## src/rtl/sfif_pkg.sv

```systemverilog
// Shared definitions for the SFIF Wishbone sample-reader slice.
package sfif_pkg;

  localparam int unsigned WB_DATA_W     = 16;
  localparam logic [17:0] DEF_BASE_ADDR = 18'h02000;
  localparam logic [1:0]  WB_SEL        = 2'b11;

  typedef enum logic [2:0] {
    S_IDLE,
    S_READ,
    S_GAP,
    S_PUSH,
    S_FIN
  } state_t;

endpackage

```

## src/rtl/wbm_sample_reader_if.sv

```systemverilog
// Wishbone master bus plus the 32-bit sample stream, bundled for the reader.
interface wbm_sample_reader_if
  import sfif_pkg::*;
#(
  parameter int unsigned ADDR_W = 18
) ();

  logic [ADDR_W-1:0]      wbm_adr_o;
  logic [WB_DATA_W-1:0]   wbm_dat_o;
  logic                   wbm_we_o;
  logic [1:0]             wbm_sel_o;
  logic                   wbm_cyc_o;
  logic                   wbm_stb_o;
  logic [WB_DATA_W-1:0]   wbm_dat_i;
  logic                   wbm_ack_i;
  logic                   wbm_err_i;

  logic [2*WB_DATA_W-1:0] m_data_o;
  logic                   m_valid_o;
  logic                   m_last_o;
  logic                   m_ready_i;

  modport master (
    output wbm_adr_o, wbm_dat_o, wbm_we_o, wbm_sel_o, wbm_cyc_o, wbm_stb_o,
    input  wbm_dat_i, wbm_ack_i, wbm_err_i,
    output m_data_o, m_valid_o, m_last_o,
    input  m_ready_i
  );

  modport slave (
    input  wbm_adr_o, wbm_dat_o, wbm_we_o, wbm_sel_o, wbm_cyc_o, wbm_stb_o,
    output wbm_dat_i, wbm_ack_i, wbm_err_i,
    input  m_data_o, m_valid_o, m_last_o,
    output m_ready_i
  );

endinterface

```

## src/rtl/wbm_sample_reader.sv

```systemverilog
// Hardware-sequenced Wishbone block read of 16-bit samples, packed in pairs
// (low half first) onto a 32-bit valid/ready stream.
module wbm_sample_reader
  import sfif_pkg::*;
#(
  parameter int unsigned       ADDR_W    = 18,
  parameter logic [ADDR_W-1:0] BASE_ADDR = ADDR_W'(DEF_BASE_ADDR),
  parameter int unsigned       ADDR_STEP = 2,
  parameter int unsigned       LEN_W     = 12,
  parameter int unsigned       TIMEOUT   = 255
) (
  input  logic                 wb_clk_i,
  input  logic                 wb_rst_i,
  input  logic                 start_i,
  input  logic [LEN_W-1:0]     len_i,
  input  logic [ADDR_W-1:0]    offset_i,
  output logic                 busy_o,
  output logic                 done_o,
  output logic                 err_o,
  wbm_sample_reader_if.master  bus
);

  localparam int unsigned TMO_W = $clog2(TIMEOUT + 1);

  state_t                 r_state;
  state_t                 w_next;
  logic [LEN_W-1:0]       r_len;
  logic [LEN_W-1:0]       r_idx;
  logic [ADDR_W-1:0]      r_addr;
  logic [2*WB_DATA_W-1:0] r_word;
  logic [TMO_W-1:0]       r_tmo;
  logic                   r_err;

  logic                   w_fail;
  logic                   w_ack;
  logic [LEN_W-1:0]       w_idx_nx;
  logic                   w_word_done;
  logic                   w_last;

  // err dominates ack; a timeout fires on the TIMEOUT-th unterminated strobe cycle
  always_comb begin
    w_fail      = bus.wbm_err_i || (!bus.wbm_ack_i && (r_tmo == TMO_W'(TIMEOUT - 1)));
    w_ack       = bus.wbm_ack_i && !bus.wbm_err_i;
    w_idx_nx    = r_idx + LEN_W'(1);
    w_word_done = r_idx[0] || (w_idx_nx == r_len);
    w_last      = (r_idx == r_len);
  end

  // State register; async reset aborts any block without a done pulse
  always_ff @(posedge wb_clk_i or posedge wb_rst_i) begin
    if (wb_rst_i) r_state <= S_IDLE;
    else          r_state <= w_next;
  end

  // Next-state and bus/stream outputs
  always_comb begin
    w_next        = r_state;
    bus.wbm_cyc_o = 1'b0;
    bus.wbm_stb_o = 1'b0;
    bus.m_valid_o = 1'b0;
    bus.m_last_o  = 1'b0;
    busy_o        = 1'b0;
    done_o        = 1'b0;
    case (r_state)
      S_IDLE: begin
        if (start_i) w_next = (len_i == '0) ? S_FIN : S_READ;
      end
      S_READ: begin
        bus.wbm_cyc_o = 1'b1;
        bus.wbm_stb_o = 1'b1;
        busy_o        = 1'b1;
        if (w_fail)     w_next = S_FIN;
        else if (w_ack) w_next = w_word_done ? S_PUSH : S_GAP;
      end
      S_GAP: begin
        busy_o = 1'b1;
        w_next = S_READ;
      end
      S_PUSH: begin
        busy_o        = 1'b1;
        bus.m_valid_o = 1'b1;
        bus.m_last_o  = w_last;
        if (bus.m_ready_i) w_next = w_last ? S_FIN : S_READ;
      end
      S_FIN: begin
        done_o = 1'b1;
        w_next = S_IDLE;
      end
      default: w_next = S_IDLE;
    endcase
  end

  // Block parameters, address/index counters, pack register, timeout and error flag
  always_ff @(posedge wb_clk_i or posedge wb_rst_i) begin
    if (wb_rst_i) begin
      r_len  <= '0;
      r_idx  <= '0;
      r_addr <= '0;
      r_word <= '0;
      r_tmo  <= '0;
      r_err  <= 1'b0;
    end else begin
      case (r_state)
        S_IDLE: begin
          if (start_i) begin
            r_len  <= len_i;
            r_idx  <= '0;
            r_addr <= BASE_ADDR + offset_i;
            r_word <= '0;
            r_tmo  <= '0;
            r_err  <= 1'b0;
          end
        end
        S_READ: begin
          if (w_fail) begin
            r_err <= 1'b1;
          end else if (w_ack) begin
            // an even sample starts a fresh word, so an odd block ends with a zero high half
            if (r_idx[0]) r_word[2*WB_DATA_W-1:WB_DATA_W] <= bus.wbm_dat_i;
            else          r_word <= {{WB_DATA_W{1'b0}}, bus.wbm_dat_i};
            r_idx  <= w_idx_nx;
            r_addr <= r_addr + ADDR_W'(ADDR_STEP);
            r_tmo  <= '0;
          end else begin
            r_tmo <= r_tmo + TMO_W'(1);
          end
        end
        default: ;
      endcase
    end
  end

  assign err_o         = r_err;
  assign bus.wbm_adr_o = r_addr;
  assign bus.wbm_dat_o = '0;
  assign bus.wbm_we_o  = 1'b0;
  assign bus.wbm_sel_o = WB_SEL;
  assign bus.m_data_o  = r_word;

endmodule

```

## src/flat_wrapper.sv

```systemverilog
// flat-port wrapper written by rule: the top's interface ports become plain ports
module wbm_sample_reader_flat import sfif_pkg::*;
#(
  parameter int unsigned       ADDR_W    = 18,
  parameter logic [ADDR_W-1:0] BASE_ADDR = ADDR_W'(DEF_BASE_ADDR),
  parameter int unsigned       ADDR_STEP = 2,
  parameter int unsigned       LEN_W     = 12,
  parameter int unsigned       TIMEOUT   = 255
)
  (wb_clk_i, wb_rst_i, start_i, len_i, offset_i, busy_o, done_o, err_o, bus_wbm_adr_o, bus_wbm_dat_o, bus_wbm_we_o, bus_wbm_sel_o, bus_wbm_cyc_o, bus_wbm_stb_o, bus_wbm_dat_i, bus_wbm_ack_i, bus_wbm_err_i, bus_m_data_o, bus_m_valid_o, bus_m_last_o, bus_m_ready_i);
  wbm_sample_reader_if #(.ADDR_W(ADDR_W)) bus_i ();
  input  logic wb_clk_i;
  input  logic wb_rst_i;
  input  logic start_i;
  input  logic [LEN_W-1:0] len_i;
  input  logic [ADDR_W-1:0] offset_i;
  output logic busy_o;
  output logic done_o;
  output logic err_o;
  output wire logic [$bits(bus_i.wbm_adr_o)-1:0] bus_wbm_adr_o;
  output wire logic [$bits(bus_i.wbm_dat_o)-1:0] bus_wbm_dat_o;
  output wire logic [$bits(bus_i.wbm_we_o)-1:0] bus_wbm_we_o;
  output wire logic [$bits(bus_i.wbm_sel_o)-1:0] bus_wbm_sel_o;
  output wire logic [$bits(bus_i.wbm_cyc_o)-1:0] bus_wbm_cyc_o;
  output wire logic [$bits(bus_i.wbm_stb_o)-1:0] bus_wbm_stb_o;
  input wire logic [$bits(bus_i.wbm_dat_i)-1:0] bus_wbm_dat_i;
  input wire logic [$bits(bus_i.wbm_ack_i)-1:0] bus_wbm_ack_i;
  input wire logic [$bits(bus_i.wbm_err_i)-1:0] bus_wbm_err_i;
  output wire logic [$bits(bus_i.m_data_o)-1:0] bus_m_data_o;
  output wire logic [$bits(bus_i.m_valid_o)-1:0] bus_m_valid_o;
  output wire logic [$bits(bus_i.m_last_o)-1:0] bus_m_last_o;
  input wire logic [$bits(bus_i.m_ready_i)-1:0] bus_m_ready_i;
  assign bus_wbm_adr_o = bus_i.wbm_adr_o;
  assign bus_wbm_dat_o = bus_i.wbm_dat_o;
  assign bus_wbm_we_o = bus_i.wbm_we_o;
  assign bus_wbm_sel_o = bus_i.wbm_sel_o;
  assign bus_wbm_cyc_o = bus_i.wbm_cyc_o;
  assign bus_wbm_stb_o = bus_i.wbm_stb_o;
  assign bus_i.wbm_dat_i = bus_wbm_dat_i;
  assign bus_i.wbm_ack_i = bus_wbm_ack_i;
  assign bus_i.wbm_err_i = bus_wbm_err_i;
  assign bus_m_data_o = bus_i.m_data_o;
  assign bus_m_valid_o = bus_i.m_valid_o;
  assign bus_m_last_o = bus_i.m_last_o;
  assign bus_i.m_ready_i = bus_m_ready_i;
  wbm_sample_reader #(.ADDR_W(ADDR_W), .BASE_ADDR(BASE_ADDR), .ADDR_STEP(ADDR_STEP), .LEN_W(LEN_W), .TIMEOUT(TIMEOUT)) u_core (.wb_clk_i(wb_clk_i), .wb_rst_i(wb_rst_i), .start_i(start_i), .len_i(len_i), .offset_i(offset_i), .busy_o(busy_o), .done_o(done_o), .err_o(err_o), .bus(bus_i));
endmodule
```

## config.mk

```make
export PLATFORM = sky130hd
export DESIGN_NAME = wbm_sample_reader_flat
export DESIGN_NICKNAME = d
export VERILOG_FILES = /design/src/rtl/sfif_pkg.sv /design/src/rtl/wbm_sample_reader_if.sv /design/src/rtl/wbm_sample_reader.sv /design/src/flat_wrapper.sv
export SDC_FILE = /design/constraint.sdc
export NUM_CORES = 1
export LEC_CHECK = 0
export ABC_AREA = 1
export CORE_ASPECT_RATIO = 0.6
export CORE_UTILIZATION = 50
export DETAILED_ROUTE_END_ITERATION = 10
export GPL_TIMING_DRIVEN = 1
export HOLD_SLACK_MARGIN = 0.08
export PLACE_DENSITY = 0.85
export SETUP_SLACK_MARGIN = 0.05
export SKIP_LAST_GASP = 1
export SLEW_MARGIN = 5
export SYNTH_ARGS = -nofsm -noshare
export SYNTH_HDL_FRONTEND = slang
export SYNTH_SLANG_ARGS = --single-unit
```

## constraint.sdc

```tcl
create_clock -name wb_clk_i -period 4.7 [get_ports wb_clk_i]
set_input_delay 0.94 -clock wb_clk_i [delete_from_list [all_inputs] [get_ports wb_clk_i]]
set_output_delay 0.94 -clock wb_clk_i [all_outputs]
set_load 0.01 [all_outputs]
```

=== Yosys cells after proc, flatten, opt, wreduce, memory -nomap -nowiden ===
Cells that the tools add are included.

* Equality and inequality tests: 14
* Muxes and demuxes: 34
* Div/mod/pow operators: 0
* Shifts and indexed selects: 0
* Bitwise logic cells: 0
* Magnitude comparators: 0
* Add/subtract/negate cells: 4
* Multipliers: 0
* Reductions and logical operators: 16

{| class="wikitable"
|+ Operator list
! kind !! number
|-
| 32-bit 2-to-1 mux || 3
|-
| 32-bit one-hot mux with 2 select lines || 1
|-
| 18-bit 2-to-1 mux || 3
|-
| 12-bit 2-to-1 mux || 3
|-
| 18-bit one-hot mux with 2 select lines || 1
|-
| 16-bit 2-to-1 mux || 2
|-
| 12-bit equality test || 2
|-
| 8-bit 2-to-1 mux || 3
|-
| 12-bit one-hot mux with 2 select lines || 1
|-
| 14-bit by 18-bit adder with 18-bit output, first input constant || 1
|-
| 18-bit by 2-bit adder with 18-bit output, second input constant || 1
|-
| 3-bit 2-to-1 mux || 6
|-
| 8-bit one-hot mux with 2 select lines || 1
|-
| 12-bit by 1-bit adder with 12-bit output, second input constant || 1
|-
| 12-bit zero test || 1
|-
| 3-bit one-hot mux with 4 select lines || 1
|-
| 3-bit AND reduction || 3
|-
| 8-bit by 1-bit adder with 8-bit output, second input constant || 1
|-
| 8-bit equality test, second input constant || 1
|-
| 1-bit 2-to-1 mux || 8
|-
| 2-bit inequality test, second input constant || 4
|-
| 3-bit by 2-bit equality test with 1-bit output, second input constant || 2
|-
| 5-bit AND reduction || 1
|-
| 2-bit by 1-bit inequality test with 1-bit output, second input constant || 2
|-
| other kinds (12) || 15
|}

* Memories kept: 0
* Latch bits: 0
* Output and inout port bits: 76
* Memory bits (read-only): 0
* RAM bits: 0
* Bits in registers: 86
* Input port bits: 52
* Logic and storage cells: 76

=== Depth between registers and ports, before layout ===
* Word-level depth: 7
* Mapped depth: 16
* Gate-level depth less buffers: 16

=== Worst setup path after synthesis ===
OpenSTA, ideal clock, no wires.

* Kind: flip-flop to output port
* From: register u_core.r_state[2]
* To: output port bus_wbm_stb_o
* Path slack: 2319 ps
* Cell stages (with the launch flop): 7
* Arrival time: 1441 ps
* Cell sequence: dfrtp_1 -> nor2_2 -> inv_2 -> nor2_4 -> buf_2 -> buf_1 -> buf_4

* Word-level cells in the longest chain between the ends: 2

{| class="wikitable"
|+ RTL lines
! item !! line !! RTL
|-
| start: declaration || wbm_sample_reader.sv:25 || <nowiki>state_t r_state;</nowiki>
|-
| start signal: assignment || wbm_sample_reader.sv:52 || <nowiki>else r_state <= w_next;</nowiki>
|-
| 3-bit by 1-bit equality test with 1-bit output || n/a ||
|-
| 1-bit 2-to-1 mux || n/a ||
|-
| end: declaration || flat_wrapper.sv:25 || <nowiki>output wire logic [$bits(bus_i.wbm_stb_o)-1:0] bus_wbm_stb_o;</nowiki>
|}

Every way passes these cells.

=== Final worst setup path ===
* From: register u_core.r_idx[2]
* To: output port bus_m_last_o

* Word-level cells in the longest chain between the ends: 2

{| class="wikitable"
|+ RTL lines
! item !! line !! RTL
|-
| start: declaration || wbm_sample_reader.sv:28 || <nowiki>logic [LEN_W-1:0] r_idx;</nowiki>
|-
| start signal: assignment || wbm_sample_reader.sv:121 || <nowiki>r_idx <= w_idx_nx;</nowiki>
|-
| 12-bit equality test || wbm_sample_reader.sv:46 || <nowiki>w_last = (r_idx == r_len);</nowiki>
|-
| 1-bit 2-to-1 mux || wbm_sample_reader.sv:64 || <nowiki>case (r_state)</nowiki>
|-
| end: declaration || flat_wrapper.sv:31 || <nowiki>output wire logic [$bits(bus_i.m_last_o)-1:0] bus_m_last_o;</nowiki>
|}

Every way passes these cells.

==> flow_summary.json <==
{
  "status": "finished, final reports clean",
  "place_inst": 855,
  "antenna_found_initial": 0,
  "fin_crit_sh_pct": 68.9,
  "rows": 27,
  "synth_edf_count": 0,
  "yosysTopAreaCell": "dfrtp_1",
  "cp_max_fo": 7,
  "hold_path.class": "reg -> reg",
  "yosys-mux-area-fraction_pct": 0,
  "postCtsSetupBuffers": 0,
  "cts_buffers": 9,
  "synth_area_mm2": 0.00483,
  "drc": 0,
  "layout.nets": 793,
  "finalHoldViolations": 0,
  "io_pins": 128,
  "ys_ff_latch": 86,
  "ir_drop_mv": 0.367,
  "stdcell_count": 870,
  "synth_area_leaders": "dfrtp_1, nand2_1, nand3_1",
  "insertion_delay_ps": 350,
  "grt_max_degree": 57,
  "worstSetupPathType": "reg -> out",
  "final_common_cell": "nand2_1",
  "synth_top_family_by_area": "simple AND/OR/NAND/NOR gates",
  "leakage_uw": 0.00286,
  "vias": 4732,
  "place_area_mm2": 0.00592,
  "skew_ps": 6.01,
  "grt_overflow": 0,
  "synthDistinctLibCells": 36,
  "finalInstanceArea_mm2": 0.00624,
  "powerDensity_mw_per_mm2": 682,
  "drt-pass1-iter-count": 5,
  "slew_headroom_pct": 34.7,
  "postSynthAreaPerCell_um2": 7.60,
  "synth_compound_gate_area_share_pct": 13.6,
  "dieArea_mm2": 0.0101,
  "ys.flop_type": "dfrtp_1",
  "power_uw": 4260,
  "start_util_pct": 52.1,
  "max_freq_mhz": 309,
  "critPathCaptureType": "output port",
  "cts_hold_buf": 0,
  "core_area_mm2": 0.00926,
  "worstPathArrival_ps": 2300,
  "cap_violations": 0,
  "clockBufferDepth": 2,
  "final_cell_mix": "nand2_1, clkdlybuf4s50_1, dfrtp_1, inv_1, nand3_1",
  "io_buffers": 108,
  "yosys.area_share.simple_pct": 27.1,
  "drt-initial-drc-count": 373,
  "netlist_instances": 635,
  "ys_async_sr_fraction_pct": 100,
  "synth_xor_xnor_area_share_pct": 2.72,
  "routed_wl_um": 13000,
  "tightestPinTransition_ps": 978,
  "cts_tree": "built",
  "syn2layout_area_growth_pct": 29.3,
  "tns_ps": 0,
  "antenna_cells": 0,
  "rsz0062_at_grt": "false",
  "hpwl_um": 9240,
  "maxSlewViolCount": 0,
  "cts_max_level": 3,
  "grt_util_all_layers_pct": 27.1,
  "post_cts_resized": 0,
  "fin_hold_ws_ps": 473,
  "setup_viol": 0,
  "startpoint_type": "register",
  "ys_warn_count": 0,
  "required_ps": 3760,
  "drtAntennaViolNets": 0,
  "clock-sinks": 86,
  "root_buffer": "clkbuf_16",
  "first_global_vias": 4288,
  "yosysTopAreaCellShare_pct": 44.6,
  "path_clk_slew_ps": 60,
  "drive_gt1_share_pct": 5.00,
  "die_h_um": 78.1,
  "vias_per_cell": 5.44,
  "yosysSeqAreaShare_pct": 44.6,
  "place.gp.congestion": 0.913,
  "die_w_um": 129,
  "synth_fa_ha_area_share_pct": 1.30,
  "grt_pass1_wl_um": 20900,
  "fin_crit_ps": 3240,
  "routedWlPerCell_um": 15.0
}
## worst paths after layout
path | start | slack [ps] | cells past startpoint | to
setup / recovery | u_core.r_idx[2] | 1460 | 8 | bus_m_last_o
max in group asynchronous | wb_rst_i | 2640 | 3 | u_core.bus.m_data_o[6]
hold reg to reg | u_core.bus.wbm_adr_o[0] | 470 | 2 | u_core.bus.wbm_adr_o[0]
setup reg to reg | u_core.r_state[2] | 2270 | 9 | u_core.r_idx[11]
min in group asynchronous | wb_rst_i | 1110 | 2 | u_core.bus.m_data_o[22]
hold / removal | u_core.bus.wbm_adr_o[0] | 470 | 2 | u_core.bus.wbm_adr_o[0]
## through the flow
| stage | setup WS [ps] | util [%] |
|---|---|---|
| after floorplan | 1540 | - |
| after global placement | 1810 | 64.0 |
| after detailed placement | 1690 | 64.0 |
| after CTS | 1470 | 67.4 |
| after global routing | 1300 | 67.4 |
| final | 1460 | 67.4 |
## per-layer routing
layer  up-vias  global-route usage (%)  part of all wire (%)
li1       2233                       -                     -
met1      2238                    38.6                    46
met2       241                    39.7                    43
met3        20                    8.45                   9.2
met4         0                    6.82                   1.3
met5         -                       0                     0
## where the power goes
part / switching [uW] / internal, uW / total (uW) / leakage (uW)
Sequential: 255 / 1040 / 1290 / 0.00110
Combinational: 1300 / 890 / 2190 / 0.00160
Clock: 299 / 479 / 778 / 0.000159
Total: 1850 / 2410 / 4260 / 0.00286
## state kept, by name, indices dropped and copies added, names as in the netlist
signal and cells:
u_core.r_idx 12, u_core.bus.wbm_adr_o 18, u_core.r_len 12, u_core.r_state 3, u_core.err_o 1, u_core.r_tmo 8
u_core.bus.m_data_o 32
## cell type report
type	count	area, um2
clock buffer	10	239
clock inverter	5	82.6
fill	760	3010
inverter	69	265
multi-input combinational	458	2230
sequential	86	2150
tap	130	163
timing repair buffer	112	1110
## cells in the mapped netlist, types with 2 or more instances
library cell,count
a21oi_1,20
a22oi_1,2
a2bb2oi_1,2
buf_1,2
buf_2,9
buf_4,23
clkbuf_1,5
conb_1,2
dfrtp_1,86
ha_1,5
inv_1,63
inv_2,4
inv_4,2
nand2_1,187
nand3_1,50
nand3b_1,2
nand4_1,8
nor2_1,34
nor2_2,5
nor2_4,3
nor3_1,12
nor4_1,4
o211ai_1,5
o21a_1,12
o21ai_0,32
o21ai_1,22
o22ai_1,12
xnor2_1,5
xor2_1,10
## critical path, stage by stage (launching register included)
cell and delay [ps]:
dfrtp_1 440, inv_1 120, nand2_1 90, a21oi_1 150, nand3_1 80, nor3_1 160
nand2_1 140, nor2_1 190, clkdlybuf4s50_1 580
## cells by family (layout without fill, tap and decap cells)
group	count (synthesis)	count (layout)
other	2	19
adder cells (fa/ha/maj)	5	5
buffers and inverters	108	196
flip-flops	86	86
AND/OR/NAND/NOR	307	307
AO/OA/AOI/OAI	112	112
XOR/XNOR	15	15
Power figures use the tool's default switching activity.
